===== src/rtl/sdram_burst_calc.sv =====
// sdram_burst_calc
//   Combinational burst sizing shared by burst readers/writers.
//   remaining_i  : words still to transfer
//   beat_idx_i   : beats already seen in the current burst
//   burst_len_i  : length of the current burst
//   burstcount_o : min(MAX_BURST, remaining_i)
//   last_beat_o  : beat_idx_i is the final beat of the current burst
module sdram_burst_calc #(
  parameter int CNT_W     = 32,
  parameter int BURST_W   = 8,
  parameter int MAX_BURST = 16
) (
  input  logic [CNT_W-1:0]   remaining_i,
  input  logic [BURST_W-1:0] beat_idx_i,
  input  logic [BURST_W-1:0] burst_len_i,
  output logic [BURST_W-1:0] burstcount_o,
  output logic               last_beat_o
);

  // Below MAX_BURST the remainder fits in BURST_W bits since
  // MAX_BURST <= 2**(BURST_W-1).
  always_comb begin
    if (remaining_i >= CNT_W'(MAX_BURST)) burstcount_o = BURST_W'(MAX_BURST);
    else                                  burstcount_o = remaining_i[BURST_W-1:0];
  end

  assign last_beat_o = (beat_idx_i == burst_len_i - BURST_W'(1));

endmodule


===== config.mk =====
export PLATFORM = sky130hd
export DESIGN_NAME = sdram_burst_calc
export DESIGN_NICKNAME = d
export VERILOG_FILES = /design/src/rtl/sdram_burst_calc.sv
export SDC_FILE = /design/constraint.sdc
export NUM_CORES = 1
export LEC_CHECK = 0
export ABC_AREA = 1
export CAP_MARGIN = 30
export CELL_PAD_IN_SITES_DETAIL_PLACEMENT = 0
export CELL_PAD_IN_SITES_GLOBAL_PLACEMENT = 2
export CORE_ASPECT_RATIO = 0.6
export CORE_MARGIN = 1
export CORE_UTILIZATION = 10
export DETAILED_ROUTE_END_ITERATION = 10
export PLACE_DENSITY = 0.82
export SLEW_MARGIN = 20
export SYNTH_ARGS = -nofsm -noshare
export SYNTH_HDL_FRONTEND = slang
export SYNTH_SLANG_ARGS = --single-unit

===== constraint.sdc =====
create_clock -name vclk -period 2
set_clock_uncertainty 0.2 [all_clocks]
set_input_delay 0.2 -clock vclk [all_inputs]
set_output_delay 0.2 -clock vclk [all_outputs]
set_load 0.02 [all_outputs]

# After elaboration in Yosys (flattened, before gate mapping)
# Index checks and enable logic that the tools add are counted.
dict set report classes {
  addsub 1
  n_eq_ne 1
  mux 1
  order_cmp 1
}
# op count
set ops {}
lappend ops {{32-bit by 5-bit greater-or-equal comparator with 1-bit output, second input constant} 1}
lappend ops {{8-bit == test} 1}
lappend ops {{8-bit two-way mux} 1}
lappend ops {{8-bit by 1-bit subtractor with 8-bit output, second input constant} 1}
dict set report word_totals {
  word_cells 4
  register_bits 0
  in_bits 48
}

# Depth between registers and ports, before layout
# Gate-level depths: netlist of the first run.
dict set report logic_depth {
  word_depth 2
  mapped_depth 10
}

# Worst setup path before layout of the first run
# No wires, ideal clock.
dict set report synth_timing {
  path_type {input to output}
  startpoint {in burst_len_i[0]}
  endpoint {out last_beat_o}
  arrival_ps 1213
  path_slack_ps 387
  required_ps 1600
  cell_stages 10
  cell_sequence {inv_1 -> ha_1 -> inv_1 -> nand2_1 -> nand2_1 -> nor2_1 -> nand2_1 -> nor2_1 -> nand3_1 -> nor2_1}
}
dict set report synth_between {
  elab_chain_len 2
}
# element line_no
set synth_rtl {}
lappend synth_rtl {{start: declaration} 15} ;# input logic [BURST_W-1:0] burst_len_i,
lappend synth_rtl {{8-bit by 1-bit subtractor with 8-bit output} 27} ;# assign last_beat_o = (beat_idx_i == burst_len_i - BURST_W'(1));
lappend synth_rtl {{8-bit == test} 27}
lappend synth_rtl {{end: declaration} 17} ;# output logic last_beat_o
# No other way between the ends.

# Final worst setup path of the first run
dict set report layout_timing {
  startpoint {in burst_len_i[3]}
  endpoint {out last_beat_o}
}
# Same word-level chain as after synthesis.

==> impl_metrics.env, run 1 <==
export IMPL_status="completed"
export IMPL_dieHeight_um=54.2
export IMPL_fin_nets=214
export IMPL_drive_above_1_share_pct=13.5
export IMPL_drv_slew=0
export IMPL_multi_input_area_um2=369
export IMPL_arrival_ns=1.49
export IMPL_max_cap_viol_count=0
export IMPL_synthesis_area_um2=454
export IMPL_final_cell_mix="45 x clkdlybuf4s50_1, 30 x nand2_1, 25 x nor2_1, 18 x inv_1, 11 x buf_4"
export IMPL_grt_ovfl_total=0
export IMPL_num_rows=18
export IMPL_critPathBufInv=3
export IMPL_whs_endpoint="last_beat_o"
export IMPL_final_common_cell="clkdlybuf4s50_1"
export IMPL_cp_max_fo=4
export IMPL_ff_latch_area_um2=0
export IMPL_via_count=703
export IMPL_die_area_mm2=0.00482
export IMPL_hpwlAfterDp_um=1640
export IMPL_hold_class="input pin to primary output"
export IMPL_path_delay_family="buffers and inverters"
export IMPL_port_buffers=54
export IMPL_drtIter0Drc=6
export IMPL_fin_crit_sh_pct=94.6
export IMPL_cp_required_ns=1.60
export IMPL_netlist_instances=101
export IMPL_flops_and_latches=0
export IMPL_worstSetupEndpointType="primary output"
export IMPL_cp_start_kind="input pin"
export IMPL_cpMaxStageDelayCell="clkdlybuf4s50_1"
export IMPL_drc_errors=0
export IMPL_grt_pass1_vias=571
export IMPL_fillers=500
export IMPL_firstDrtPassIters=4
export IMPL_track_usage_pct=6.42
export IMPL_grt_max_degree=5
export IMPL_fin_hold_ws_ns=0.819
export IMPL_grt_antenna_before_repair=0
export IMPL_path_cells="clkdlybuf4s50_1, inv_2, nand2_1, nand2_2, nor2_1, nor2_1, nor2_1, nand3_1, nor2_1, buf_4"
export IMPL_vdd_ir_drop_max_v=0.0000370
export IMPL_hold_path_depth=9
export IMPL_wirelength_um=1770
export IMPL_slowest_delay_ns=0.49
export IMPL_hp_start="burst_len_i[0]"
export IMPL_finalSetupViolCount=0
export IMPL_coreArea_mm2=0.00423
export IMPL_drtAntennaViolNets=0
export IMPL_num_antenna_cells=0
export IMPL_syn2layout_area_growth_pct=145
export IMPL_powerDensity_mw_per_mm2=159
export IMPL_vias_per_cell=3.15
export IMPL_cp_common_cell="nor2_1"
export IMPL_ys_types=17
export IMPL_synth_area_per_cell_um2=4.50
export IMPL_ios=57
export IMPL_die_w_um=89.0
export IMPL_hold_violations=0
export IMPL_path_class="input pin to primary output"
export IMPL_clock_fmax_mhz=529
export IMPL_yosysSeqAreaShare_pct=0
export IMPL_power_uw=177
export IMPL_yosysWarnings=0
export IMPL_fin_crit_ns=1.89
export IMPL_wl_per_cell_um=7.96
export IMPL_grt_pass1_wl_um=2460
export IMPL_p_leak_nw=0.564
export IMPL_gp_routability_congestion=0.666
export IMPL_initial_core_util_pct=10.7
export IMPL_clock_buffers=0
-- how the worst max path moves through the flow --
stage               slack (ns)      startpoint           to  cells past startpoint
floorplan                 0.39  burst_len_i[0]  last_beat_o                     10
global placement         -0.60  burst_len_i[0]  last_beat_o                     12
detailed placement       -0.61  burst_len_i[0]  last_beat_o                     12
CTS                      -0.14  burst_len_i[0]  last_beat_o                     12
global route            -0.006  burst_len_i[3]  last_beat_o                     10
finish                    0.11  burst_len_i[3]  last_beat_o                     10
-- timing repair --
item,4_1_cts,5_1_grt
setup endpoints to repair,6,6
buffers inserted,1,1
pin swaps,1,4
gates resized for setup,17,12
endpoints found under the hold margin,0,0
hold buffers,0,0
-- per-stage QoR --
stage | instance area [um^2] | setup TNS (ns) | instances | util [%] | setup WS, ns
floorplan | 462 | 0 | 103 | - | 0.387
global placement | 1110 | -2.18 | 221 | 26.2 | -0.602
detailed placement | 1110 | -2.02 | 221 | 26.2 | -0.605
CTS | 1110 | -0.142 | 222 | 26.3 | -0.142
global route | 1110 | -0.00610 | 223 | 26.3 | -0.00610
finish | 1110 | 0 | 223 | 26.3 | 0.108
-- layer usage --
layer | routed length [um] | vias to the layer above | GRT usage [%]
met5 | 0 | - | 0
met4 | 0 | 0 | 0
li1 | - | 418 | -
met2 | 769 | 9 | 8.85
met1 | 945 | 276 | 11.0
met3 | 59 | 0 | 0.307
-- power by group --
| part | switching (mW) | internal, mW |
|---|---|---|
| combinational | 0.0622 | 0.115 |
| sequential | 0 | 0 |
| clock | 0 | 0 |
-- layout make-up --
cell class	instances	area share [%]
timing repair buffer	63	53.4
inverter	20	6.73
tap	60	6.73
multi-input combinational	80	33.1
-- logic make-up after synthesis --
logic type | synth area share (%)
compound gates | 1.10
buf+inv | 21.5
fa+ha+maj | 2.75
xor+xnor | 7.71
simple gates | 66.1
other cells | 0.826
-- Yosys cell counts --
cell type | number | share of area [%]
xor2_1 | 2 | 3.9
conb_1 | 1 | 0.83
nor2_2 | 1 | 1.4
nand4_1 | 1 | 1.4
nand2_2 | 1 | 1.4
inv_2 | 1 | 0.83
xnor2_1 | 2 | 3.9
inv_1 | 19 | 16
nand3_2 | 1 | 2.2
nor2_4 | 1 | 2.5
nor2_1 | 26 | 21
ha_1 | 1 | 2.8
o21ai_0 | 1 | 1.1
nand2_1 | 31 | 26
nand3_1 | 8 | 8.8
buf_4 | 3 | 5.0
nor4_1 | 1 | 1.4
Power figures use the tool's default switching activity.
==> inputs of run 2 (changes only) <==
- ABC_CLOCK_PERIOD_IN_PS: unset -> 2000
- CAP_MARGIN: 30 -> unset
==> results of run 2 <==
The final DEF is identical to that of run 1; final timing and power are the same.
